**config.mk**
```make
export PLATFORM = sky130hd
export DESIGN_NAME = saddr_issue_sched_flat
export DESIGN_NICKNAME = d
export VERILOG_FILES = /design/src/rtl/saddr_sched_pkg.sv /design/src/rtl/saddr_issue_sched_if.sv /design/src/rtl/saddr_replay_fifo.sv /design/src/rtl/saddr_issue_sched.sv /design/src/flat_wrapper.sv
export SDC_FILE = /design/constraint.sdc
export NUM_CORES = 1
export LEC_CHECK = 0
export ABC_AREA = 1
export BUFFER_PORTS_ARGS = -buffer_cell sky130_fd_sc_hd__clkbuf_2
export CAP_MARGIN = 20
export CORE_ASPECT_RATIO = 0.8
export CORE_MARGIN = 1
export CORE_UTILIZATION = 50
export DETAILED_ROUTE_END_ITERATION = 8
export GPL_TIMING_DRIVEN = 0
export PLACE_DENSITY = 0.79
export SLEW_MARGIN = 25
export SYNTH_ARGS = -nofsm -noshare
export SYNTH_HDL_FRONTEND = slang
export SYNTH_SLANG_ARGS = --single-unit
export TNS_END_PERCENT = 20
```
**constraint.sdc**
```tcl
create_clock -name clk -period 1.7 [get_ports clk]
set_input_delay 0.255 -clock clk [delete_from_list [all_inputs] [get_ports clk]]
set_output_delay 0.255 -clock clk [all_outputs]
set_load 0.1 [all_outputs]
```
**src/rtl/saddr_sched_pkg.sv**
```systemverilog
// Shared types for the store-address issue scheduler: FSM states and replay entries.
// Tag width and retry limit live here so the replay entry struct and every user agree.
package saddr_sched_pkg;

    localparam int unsigned TAG_W     = 9;
    localparam int unsigned MAX_RETRY = 3;
    localparam int unsigned RETRY_W   = $clog2(MAX_RETRY + 1);

    typedef enum logic [1:0] {
        RUN    = 2'd0,
        WAIT   = 2'd1,
        REPLAY = 2'd2
    } sched_state_e;

    typedef struct packed {
        logic [TAG_W-1:0]   tag;
        logic [RETRY_W-1:0] retry_cnt;
    } replay_ent_t;

endpackage

```
**src/rtl/saddr_issue_sched_if.sv**
```systemverilog
// Issue-slot bus between the pipeline/miss handler and the store-address issue scheduler.
interface saddr_issue_sched_if;
    import saddr_sched_pkg::*;

    logic             except;
    logic             new_vld;
    logic [TAG_W-1:0] new_tag;
    logic             new_rdy;
    logic             mex_req;
    logic             mex_gnt;
    logic             miss_vld;
    logic             fill_done;
    logic             iss_en;
    logic [TAG_W-1:0] iss_tag;
    logic             iss_replay;
    logic             flt_vld;
    logic [TAG_W-1:0] flt_tag;

    modport master (
        output except, new_vld, new_tag, mex_req, miss_vld, fill_done,
        input  new_rdy, mex_gnt, iss_en, iss_tag, iss_replay, flt_vld, flt_tag
    );

    modport slave (
        input  except, new_vld, new_tag, mex_req, miss_vld, fill_done,
        output new_rdy, mex_gnt, iss_en, iss_tag, iss_replay, flt_vld, flt_tag
    );

endinterface

```
**src/rtl/saddr_replay_fifo.sv**
```systemverilog
// Circular buffer of ops awaiting replay after an MLB miss; flush empties it in one cycle.
module saddr_replay_fifo
    import saddr_sched_pkg::*;
#(
    parameter int unsigned DEPTH = 4
) (
    input  logic                     clk,
    input  logic                     rst,
    input  logic                     push_i,
    input  replay_ent_t              push_ent_i,
    input  logic                     pop_i,
    input  logic                     flush_i,
    output logic [$clog2(DEPTH):0]   count_o,
    output replay_ent_t              head_o,
    output logic                     empty_o
);

    localparam int unsigned PtrW = $clog2(DEPTH);
    localparam logic [PtrW:0] FullCnt = (PtrW + 1)'(DEPTH);

    replay_ent_t     mem_q [DEPTH];
    logic [PtrW-1:0] wr_ptr_q, rd_ptr_q;
    logic [PtrW:0]   count_q;
    logic            do_pop;

    assign do_pop  = pop_i & (count_q != '0);
    assign count_o = count_q;
    assign head_o  = mem_q[rd_ptr_q];
    assign empty_o = (count_q == '0);

    // Pointers and occupancy; DEPTH is a power of two so pointers wrap on overflow.
    always_ff @(posedge clk) begin
        if (rst || flush_i) begin
            wr_ptr_q <= '0;
            rd_ptr_q <= '0;
            count_q  <= '0;
        end else begin
            if (push_i) wr_ptr_q <= wr_ptr_q + PtrW'(1);
            if (do_pop) rd_ptr_q <= rd_ptr_q + PtrW'(1);
            if (push_i && !do_pop) begin
                count_q <= count_q + (PtrW + 1)'(1);
            end else if (!push_i && do_pop) begin
                count_q <= count_q - (PtrW + 1)'(1);
            end
        end
    end

    // Entry storage; no reset needed since count gates visibility.
    always_ff @(posedge clk) begin
        if (push_i && !flush_i) mem_q[wr_ptr_q] <= push_ent_i;
    end

    // The scheduler reserves a slot for the in-flight op, so a push never meets a full buffer.
    assert property (@(posedge clk) disable iff (rst || flush_i)
                     !(push_i && !do_pop && count_q == FullCnt));

endmodule

```
**src/rtl/saddr_issue_sched.sv**
```systemverilog
// Store-address issue scheduler: arbitrates mex probes, replays and new ops onto one issue slot,
// tracks MLB misses in a replay FIFO and faults ops that exceed the retry limit.
// Optional macro SADDR_SCHED_PERF_EN adds miss/stall performance counters.
module saddr_issue_sched
    import saddr_sched_pkg::*;
#(
    parameter int unsigned DEPTH = 4
) (
    input  logic               clk,
    input  logic               rst,
    saddr_issue_sched_if.slave bus_io
`ifdef SADDR_SCHED_PERF_EN
    ,
    output logic [31:0]        perf_miss_o,
    output logic [31:0]        perf_stall_o
`endif
);

    localparam int unsigned CntW = $clog2(DEPTH) + 1;
    localparam int unsigned NxtW = RETRY_W + 1;

    sched_state_e       state_q, state_d;
    logic               stage_vld_q;
    logic [TAG_W-1:0]   stage_tag_q;
    logic [RETRY_W-1:0] stage_retry_q;
    logic               flt_vld_q;
    logic [TAG_W-1:0]   flt_tag_q;

    logic [CntW-1:0]    fifo_count;
    replay_ent_t        fifo_head, push_ent;
    logic               fifo_empty;

    logic               replay_go, new_rdy, new_go, iss_en;
    logic [TAG_W-1:0]   iss_tag;
    logic [RETRY_W-1:0] iss_retry;
    logic [NxtW-1:0]    retry_nxt;
    logic               miss_take, push, fault;

    // Slot arbitration: mex probe beats replay head beats new op; flush blocks any issue.
    always_comb begin
        replay_go = (state_q == REPLAY) & ~bus_io.mex_req & ~fifo_empty & ~bus_io.except;
        new_rdy   = (state_q == RUN) & ~bus_io.mex_req & ~bus_io.except &
                    (fifo_count <= CntW'(DEPTH - 2));
        new_go    = bus_io.new_vld & new_rdy;
        iss_en    = replay_go | new_go;
        iss_tag   = '0;
        iss_retry = '0;
        if (replay_go) begin
            iss_tag   = fifo_head.tag;
            iss_retry = fifo_head.retry_cnt;
        end else if (new_go) begin
            iss_tag   = bus_io.new_tag;
        end
    end

    // Miss capture: retry count is widened so the increment cannot wrap before the limit test.
    always_comb begin
        retry_nxt          = NxtW'(stage_retry_q) + NxtW'(1);
        miss_take          = bus_io.miss_vld & stage_vld_q & ~bus_io.except;
        fault              = miss_take & (retry_nxt > NxtW'(MAX_RETRY));
        push               = miss_take & ~fault;
        push_ent.tag       = stage_tag_q;
        push_ent.retry_cnt = retry_nxt[RETRY_W-1:0];
    end

    // Next-state logic: hold new issue while a walk is pending, replay after the fill.
    always_comb begin
        state_d = state_q;
        if (bus_io.except) begin
            state_d = RUN;
        end else begin
            unique case (state_q)
                RUN:     if (push) state_d = WAIT;
                WAIT:    if (bus_io.fill_done) state_d = REPLAY;
                REPLAY: begin
                    if (push) begin
                        state_d = WAIT;
                    end else if (fifo_empty || (replay_go && fifo_count == CntW'(1))) begin
                        state_d = RUN;
                    end
                end
                default: state_d = RUN;
            endcase
        end
    end

    // State register.
    always_ff @(posedge clk) begin
        if (rst) state_q <= RUN;
        else     state_q <= state_d;
    end

    // Issue pipe stage: remembers what went out last cycle so a miss can be attributed to it.
    always_ff @(posedge clk) begin
        if (rst || bus_io.except) begin
            stage_vld_q   <= 1'b0;
            stage_tag_q   <= '0;
            stage_retry_q <= '0;
        end else begin
            stage_vld_q   <= iss_en;
            stage_tag_q   <= iss_tag;
            stage_retry_q <= iss_retry;
        end
    end

    // Fault pulse, one cycle after the miss that exhausted the retries.
    always_ff @(posedge clk) begin
        if (rst) begin
            flt_vld_q <= 1'b0;
            flt_tag_q <= '0;
        end else begin
            flt_vld_q <= fault;
            if (fault) flt_tag_q <= stage_tag_q;
        end
    end

    saddr_replay_fifo #(
        .DEPTH (DEPTH)
    ) u_fifo (
        .clk        (clk),
        .rst        (rst),
        .push_i     (push),
        .push_ent_i (push_ent),
        .pop_i      (replay_go),
        .flush_i    (bus_io.except),
        .count_o    (fifo_count),
        .head_o     (fifo_head),
        .empty_o    (fifo_empty)
    );

    assign bus_io.new_rdy    = new_rdy;
    assign bus_io.mex_gnt    = bus_io.mex_req;
    assign bus_io.iss_en     = iss_en;
    assign bus_io.iss_tag    = iss_tag;
    assign bus_io.iss_replay = replay_go;
    assign bus_io.flt_vld    = flt_vld_q;
    assign bus_io.flt_tag    = flt_tag_q;

`ifdef SADDR_SCHED_PERF_EN
    logic [31:0] perf_miss_q, perf_stall_q;

    // Free-running counters; only reset clears them, a flush does not.
    always_ff @(posedge clk) begin
        if (rst) begin
            perf_miss_q  <= '0;
            perf_stall_q <= '0;
        end else begin
            if (push) perf_miss_q <= perf_miss_q + 32'd1;
            if (bus_io.new_vld && !new_rdy) perf_stall_q <= perf_stall_q + 32'd1;
        end
    end

    assign perf_miss_o  = perf_miss_q;
    assign perf_stall_o = perf_stall_q;
`endif

endmodule

```
**src/flat_wrapper.sv**
```systemverilog
// flat-port wrapper written by rule: the top's interface ports become plain ports
module saddr_issue_sched_flat import saddr_sched_pkg::*;
#(
    parameter int unsigned DEPTH = 4
)
  (clk, rst, bus_io_except, bus_io_new_vld, bus_io_new_tag, bus_io_mex_req, bus_io_miss_vld, bus_io_fill_done, bus_io_new_rdy, bus_io_mex_gnt, bus_io_iss_en, bus_io_iss_tag, bus_io_iss_replay, bus_io_flt_vld, bus_io_flt_tag);
  saddr_issue_sched_if bus_io_i ();
  input  logic clk;
  input  logic rst;
  input wire logic [$bits(bus_io_i.except)-1:0] bus_io_except;
  input wire logic [$bits(bus_io_i.new_vld)-1:0] bus_io_new_vld;
  input wire logic [$bits(bus_io_i.new_tag)-1:0] bus_io_new_tag;
  input wire logic [$bits(bus_io_i.mex_req)-1:0] bus_io_mex_req;
  input wire logic [$bits(bus_io_i.miss_vld)-1:0] bus_io_miss_vld;
  input wire logic [$bits(bus_io_i.fill_done)-1:0] bus_io_fill_done;
  output wire logic [$bits(bus_io_i.new_rdy)-1:0] bus_io_new_rdy;
  output wire logic [$bits(bus_io_i.mex_gnt)-1:0] bus_io_mex_gnt;
  output wire logic [$bits(bus_io_i.iss_en)-1:0] bus_io_iss_en;
  output wire logic [$bits(bus_io_i.iss_tag)-1:0] bus_io_iss_tag;
  output wire logic [$bits(bus_io_i.iss_replay)-1:0] bus_io_iss_replay;
  output wire logic [$bits(bus_io_i.flt_vld)-1:0] bus_io_flt_vld;
  output wire logic [$bits(bus_io_i.flt_tag)-1:0] bus_io_flt_tag;
  assign bus_io_i.except = bus_io_except;
  assign bus_io_i.new_vld = bus_io_new_vld;
  assign bus_io_i.new_tag = bus_io_new_tag;
  assign bus_io_i.mex_req = bus_io_mex_req;
  assign bus_io_i.miss_vld = bus_io_miss_vld;
  assign bus_io_i.fill_done = bus_io_fill_done;
  assign bus_io_new_rdy = bus_io_i.new_rdy;
  assign bus_io_mex_gnt = bus_io_i.mex_gnt;
  assign bus_io_iss_en = bus_io_i.iss_en;
  assign bus_io_iss_tag = bus_io_i.iss_tag;
  assign bus_io_iss_replay = bus_io_i.iss_replay;
  assign bus_io_flt_vld = bus_io_i.flt_vld;
  assign bus_io_flt_tag = bus_io_i.flt_tag;
  saddr_issue_sched #(.DEPTH(DEPTH)) u_core (.clk(clk), .rst(rst), .bus_io(bus_io_i));
endmodule
```
After elaboration in Yosys (flattened, before gate mapping)
Memory sizes are Yosys's and may differ from the RTL's. A register that Yosys moved wholly into a read port is not among the register bits. Cells that the tools add are included.

Register bits after elaboration: 31. Bits in latches: 0. Memory bits (writable): 44. Memory bits (read-only): 0. Input bits: 16. Output and inout bits: 23. Memories: 1.

Memory list: u_core.u_fifo.mem_q (depth 4, width 11, rd ports 1, clocked after Yosys merged registers in 1, write ports 1, RTL line saddr_replay_fifo.sv:21) `replay_ent_t mem_q [DEPTH];`.

$add $sub $neg: 5. Multipliers: 0. Div/mod/pow operators: 0. Magnitude comparators: 2. Equal/unequal tests: 6. Shifts and indexed selects: 0. Mux-type cells: 13. Bitwise operators: 18. Reduce and logical (&&, ||, !) cells: 16.

Operators by type and width (number): $mux 9 (2); $and 1x1->1 (12); $mux 2 (6); $mux 3 (2); $pmux 2 s3 (1); $not 1->1 (5); $add 2x1->2 const B (2); $logic_and 1x1->1 (4); $ne 2x2->1 const B (2); $reduce_or 2->1 (2); $add 2x1->3 const B (1); $add 3x1->3 const B (1); $eq 3x1->1 const B (1); $gt 3x2->1 const B (1); $le 3x2->1 const B (1); $logic_not 1->1 (3); $logic_not 3->1 (1); $ne 3x3->1 const B (1); $reduce_and 3->1 (1); $reduce_bool 3->1 (1); $sub 3x1->3 const B (1); $eq 2x1->1 const B (1); $eq 2x2->1 const B (1); $logic_not 2->1 (1); other kinds (4) (6).

Depth between registers and ports, before layout
Depth after elaboration: 9. Mapped depth: 11. Mapped depth without buffers: 11.

Hierarchy
A second synthesis with hierarchy kept.

Cell total of the unflattened synthesis: 307. Area total of the unflattened synthesis: 3119.2 um2.

By module, submodules not included: saddr_replay_fifo (times used 1, cells each 172, area each 2104.5 um2, seq. area each 1501.4 um2); saddr_issue_sched (times used 1, cells each 135, area each 1014.7 um2, seq. area each 480.5 um2).

Least setup slack after synthesis
No wires, ideal clock.

Path type: reg-to-output. Start: reg u_core.u_fifo.count_q[0], in the netlist u_core.u_fifo.count_o[0]. End: out bus_io_iss_tag[1]. Data arrival time: 2.146 ns. Data required time: 1.445 ns. Setup slack: -0.701 ns. Stages on the path, launching flop included: 10. Cell sequence: dfxtp_1 inv_1 ha_1 ha_1 inv_1 nand2_1 nor2_4 buf_6 nand3_1 nand2_1.

Longest elaborated chain between the ends: 5.

RTL lines: from (decl) (RTL line saddr_replay_fifo.sv:23) `logic [PtrW:0] count_q;`; from (signal assigned) (RTL line saddr_replay_fifo.sv:41) `count_q <= count_q + (PtrW + 1)'(1);`; from (signal assigned) (RTL line saddr_replay_fifo.sv:43) `count_q <= count_q - (PtrW + 1)'(1);`; $logic_not 3->1 (RTL line saddr_replay_fifo.sv:29) `assign empty_o = (count_q == '0);`; $not 1->1 (RTL line saddr_issue_sched.sv:41) `replay_go = (state_q == REPLAY) & ~bus_io.mex_req & ~fifo_empty & ~bus_io.except;`; $and 1x1->1 (2 in series) (RTL line saddr_issue_sched.sv:41); via bus_io_iss_replay (RTL line flat_wrapper.sv:20) `output wire logic [$bits(bus_io_i.iss_replay)-1:0] bus_io_iss_replay;`; $mux 9 (RTL line saddr_issue_sched.sv:48) `if (replay_go) begin`; to (decl) (RTL line flat_wrapper.sv:19) `output wire logic [$bits(bus_io_i.iss_tag)-1:0] bus_io_iss_tag;`.

The timed path passes the listed nets, and every way through them passes these cells.

Worst setup path after layout
Start: reg u_core.u_fifo.count_q[0], in the netlist u_core.u_fifo.count_o[0]. End: out bus_io_iss_en.

Longest elaborated chain between the ends: 5.

RTL lines: parallel branches: the longest is 4 deep, another holds $le 3x2->1; $or 1x1->1 * (RTL line saddr_issue_sched.sv:45) `iss_en = replay_go | new_go;`; to (decl) (RTL line flat_wrapper.sv:18) `output wire logic [$bits(bus_io_i.iss_en)-1:0] bus_io_iss_en;`.

Mark *: on every way between the ends.

==> run_results.csv <==
group,metric,value,unit
drt,antenna_left,0,
clock_tree,cts.sinks,77,
global_routing,grt_max_degree,15,
pwr,clockPowerShare,38.7,%
placed_design,gp_congestion,0.751,
clock_tree,path_clk_slew,80,ps
placed_design,place.port_buffers,37,
yosys,netlist-cell-type-count,19,
yosys,netlist_instances,313,
worst_setup_path,crit_family,"buffers and inverters",
die,core,5970,sq um
sta,fin_ws,-518,ps
yosys,avgSynthCellArea,10.0,sq um
outcome,status,"finished with violations",
sta,relSlewSlack,55.0,%
worst_setup_path,critPathSlowestCell,"dfxtp_2",
global_routing,met3_usage,8.23,%
final_layout,num-fill-cells,336,
drt,routed_wl,9200,microns
sta,holdWs,182,ps
die,pin_count,39,
yosys,synth_nets,340,
clock_tree,htree_levels,3,
yosys,synth_sequential_area_ratio,63.3,%
sta,tightest_slew,672,ps
outcome,violations,"setup timing",
worst_setup_path,crit_arrival,1960,ps
sta,period_needed,2220,ps
clock_tree,cts_buffers,9,
drt,wl_per_cell,19.4,microns
worst_setup_path,cp_cell_sequence,"inv_2 -> ha_4 -> ha_4 -> inv_2 -> nand2_2 -> nor2_4 -> buf_4 -> buf_4 -> inv_2 -> nand2_4 -> clkbuf_16",
final_layout,drive_gt1_share,37.7,%
pwr,finalPower,3.58,mW
worst_setup_path,crit_path_max_fanout,4,
global_routing,busiest_layer,"met2",
global_routing,antenna_found_initial,0,
worst_setup_path,regToRegStartpoint,"u_core.u_fifo.count_o[0]",
final_layout,ff_latch_area,1990,sq um
die,rows,25,
sta,finalClockSkew,9.39,ps
yosys,yosysTopAreaCell,"edfxtp_1",
clock_tree,cts_tree,"done",
drt,dr.first_iter.drc_count,358,
final_layout,antenna_cells,0,
hold_path,worstHoldPathCells,4,
sta,max_freq,451,MHz
die,die_area,6590,sq um
worst_setup_path,cp-start-kind,"register",
clock_tree,ctsHoldBuffers,0,
worst_setup_path,cp.buffers_inverters,6,
worst_setup_path,worstSetupPathType,"reg -> out",
global_routing,met2_usage,42.9,%
run,timing.max_cap.violations,0,
final_layout,multiInputGateArea,1410,sq um
drt,drt_pass1_iterations,5,
final_layout,finalInstanceArea,4570,sq um
sta,post-route-period-util,130,%
sta,finalSetupViolations,18,
hold_path,hp-class,"in -> reg",
placed_design,dpl_cell_area,3690,sq um
clock_tree,root_buffer,"clkbuf_8",
placed_design,hpwl,4770,microns
global_routing,grt_pass1_vias,2537,
worst_setup_path,required,1440,ps
die,start_util,52.4,%
final_layout,layout.cells.non_filler,474,
worst_setup_path,r2r_setup_slack,-310,ps
drt,post-route-drc-count,0,
pwr,p_int,2.70,mW
die,chipHeight,72.8,microns
hold_path,worstHoldEndpoint,"u_core.state_q[0]",
final_layout,nets,415,
clock_tree,clockBufferDepth,2,
pwr,p_per_area,783,nW/um^2
pwr,switchingPower,0.876,mW
global_routing,grt_pass1_wl,12700,microns
final_layout,syn2layout_area_growth,45.9,%
worst_setup_path,path_common_cell,"inv_2",
drt,vias,2669,
worst_setup_path,reg2reg_depth,13,
worst_setup_path,r2r-end,"u_core.u_fifo.count_o[2]",
worst_setup_path,cp-end-kind,"primary output",
yosys,synth-seq-cells,77,
worst_setup_path,cpPeakStageDelay,350,ps
die,die_w,90.5,microns
global_routing,grtUsageTotal,26.3,%
yosys,ys.warnings.count,0,
pwr,worst_ir_drop_vdd,672,uV
sta,rsz0062_at_grt,"true",
hold_path,hp-start,"bus_io_fill_done",
pwr,p_sw_share,24.5,%
global_routing,met1_usage,31.3,%
drt,via_per_inst,5.63,
clock_tree,clk_latency,360,ps
sta,hold_violations,0,
yosys,yosysTopAreaCellShare,42.2,%
global_routing,gr-total-overflow,0,
sta,slew_viol_final,0,
yosys,netlist_area,3130,sq um
yosys,yosys-top-cells-area,"edfxtp_1 42%, dfxtp_1 21%, nand2_1 8.2%, nand3_1 7.4%, a21oi_1 5.0%",
placed_design,dpl.cell_count,431,
pwr,power_leakage,1.72,nW
pwr,p_seq_share,54.6,%
pwr,p_comb_share,6.6,%
## worst min-delay path, cell delays in order
cell and delay, ps:
clkbuf_2 70, inv_1 40, nand2_1 60, a21oi_1 60
## flip-flops by register name, indices dropped and copies added (netlist names), named ones only
signal and count:
u_core.bus_io.flt_tag 9, u_core.bus_io.flt_vld 1, u_core.stage_retry_q 2, u_core.stage_tag_q 9, u_core.stage_vld_q 1, u_core.state_q 2
u_core.u_fifo.count_o 3, u_core.u_fifo.mem_q 44, u_core.u_fifo.rd_ptr_q 2, u_core.u_fifo.wr_ptr_q 2
## worst max-delay path by stage
| stage | from | endpoint | slack [ps] | depth (start not counted) |
|---|---|---|---|---|
| after floorplan | u_core.u_fifo.count_o[0] | bus_io_iss_en | -40 | 9 |
| after global placement | u_core.u_fifo.count_o[1] | bus_io_iss_tag[1] | -430 | 10 |
| after detailed placement | u_core.u_fifo.count_o[1] | bus_io_iss_tag[2] | -440 | 10 |
| after CTS | u_core.u_fifo.count_o[1] | bus_io_iss_tag[2] | -500 | 11 |
| after global routing | u_core.u_fifo.count_o[0] | bus_io_iss_tag[1] | -580 | 11 |
| final | u_core.u_fifo.count_o[0] | bus_io_iss_en | -520 | 11 |
## timing repair
item                       CTS  global route
resized for setup           52            32
setup endpoints to repair   59            67
buffers inserted            15            10
pin swaps                    3            10
cloned                       2             0
## power by group through the flow
stage | clock (mW) | sequential (mW) | combinational, mW
6_report | 1.39 | 1.96 | 0.238
5_1_grt | 1.46 | 1.96 | 0.245
4_1_cts | 1.36 | 1.95 | 0.207
3_5_place_dp | 0 | 2.00 | 0.166
3_3_place_gp | 0 | 2.00 | 0.163
2_1_floorplan | 0 | 2.00 | 0.124
## synthesized netlist by cell type
library cell / instances
a21oi_1: 31
buf_2: 6
buf_4: 3
buf_6: 1
clkbuf_1: 4
dfxtp_1: 33
edfxtp_1: 44
ha_1: 11
inv_1: 24
nand2_1: 68
nand2_2: 2
nand3_1: 46
nor2_1: 23
nor2_2: 1
nor2_4: 1
nor3_1: 1
o21ai_0: 11
xnor2_1: 1
xor2_1: 2
## layout make-up
class                           count  area share, %
Buffer                             14           2.08
Clock buffer                       11           3.56
Clock inverter                      5          0.903
Inverter                           24           1.97
Multi-Input combinational cell    198           30.8
Sequential cell                    77           43.4
Tap cell                           81           2.22
Timing Repair Buffer               64           15.0
## cell families after synthesis
| group | Yosys count | share of synthesized area (%) |
|---|---|---|
| AO/OA/AOI/OAI | 42 | 6.71 |
| adder cells (fa/ha/maj) | 11 | 4.39 |
| AND/OR/NAND/NOR | 142 | 19.4 |
| buffers and inverters | 38 | 5.39 |
| XOR/XNOR | 3 | 0.839 |
| flip-flops | 77 | 63.3 |
## per-stage QoR
stage	setup slack (ps)	TNS (ps)	utilization [%]
2_1_floorplan	-41.6	-325	-
3_3_place_gp	-428	-17480	61.8
3_5_place_dp	-440	-15670	61.8
4_1_cts	-496	-8850	72.8
5_1_grt	-580	-8000	76.5
6_report	-518	-6550	76.5
## cell usage in the layout (no fill, tap or decap), types with 2 or more instances in the layout
| cell | count |
|---|---|
| inv_2 | 5 |
| clkbuf_16 | 13 |
| dfxtp_2 | 3 |
| nor2_1 | 18 |
| a21oi_1 | 27 |
| clkbuf_1 | 4 |
| xor2_1 | 2 |
| nand3_4 | 14 |
| buf_2 | 6 |
| nand2_8 | 5 |
| clkbuf_8 | 10 |
| nand2_4 | 5 |
| inv_1 | 19 |
| nand3_1 | 29 |
| clkbuf_2 | 25 |
| a21oi_2 | 4 |
| ha_4 | 4 |
| nand3_2 | 3 |
| buf_4 | 21 |
| clkinvlp_4 | 2 |
| buf_6 | 5 |
| nand2_2 | 8 |
| buf_12 | 2 |
| dfxtp_1 | 30 |
| buf_8 | 2 |
| clkinv_4 | 2 |
| edfxtp_1 | 44 |
| nand2_1 | 52 |
| nor2_4 | 6 |
| o21ai_0 | 10 |
| ha_1 | 7 |
## layer usage
metal  share of wire [%]  wire [microns]
met5                   0               0
met4                 3.4             315
met3                 9.9             912
met2                  48            4390
met1                  39            3580
No activity file was read; power rests on OpenSTA's default activity.
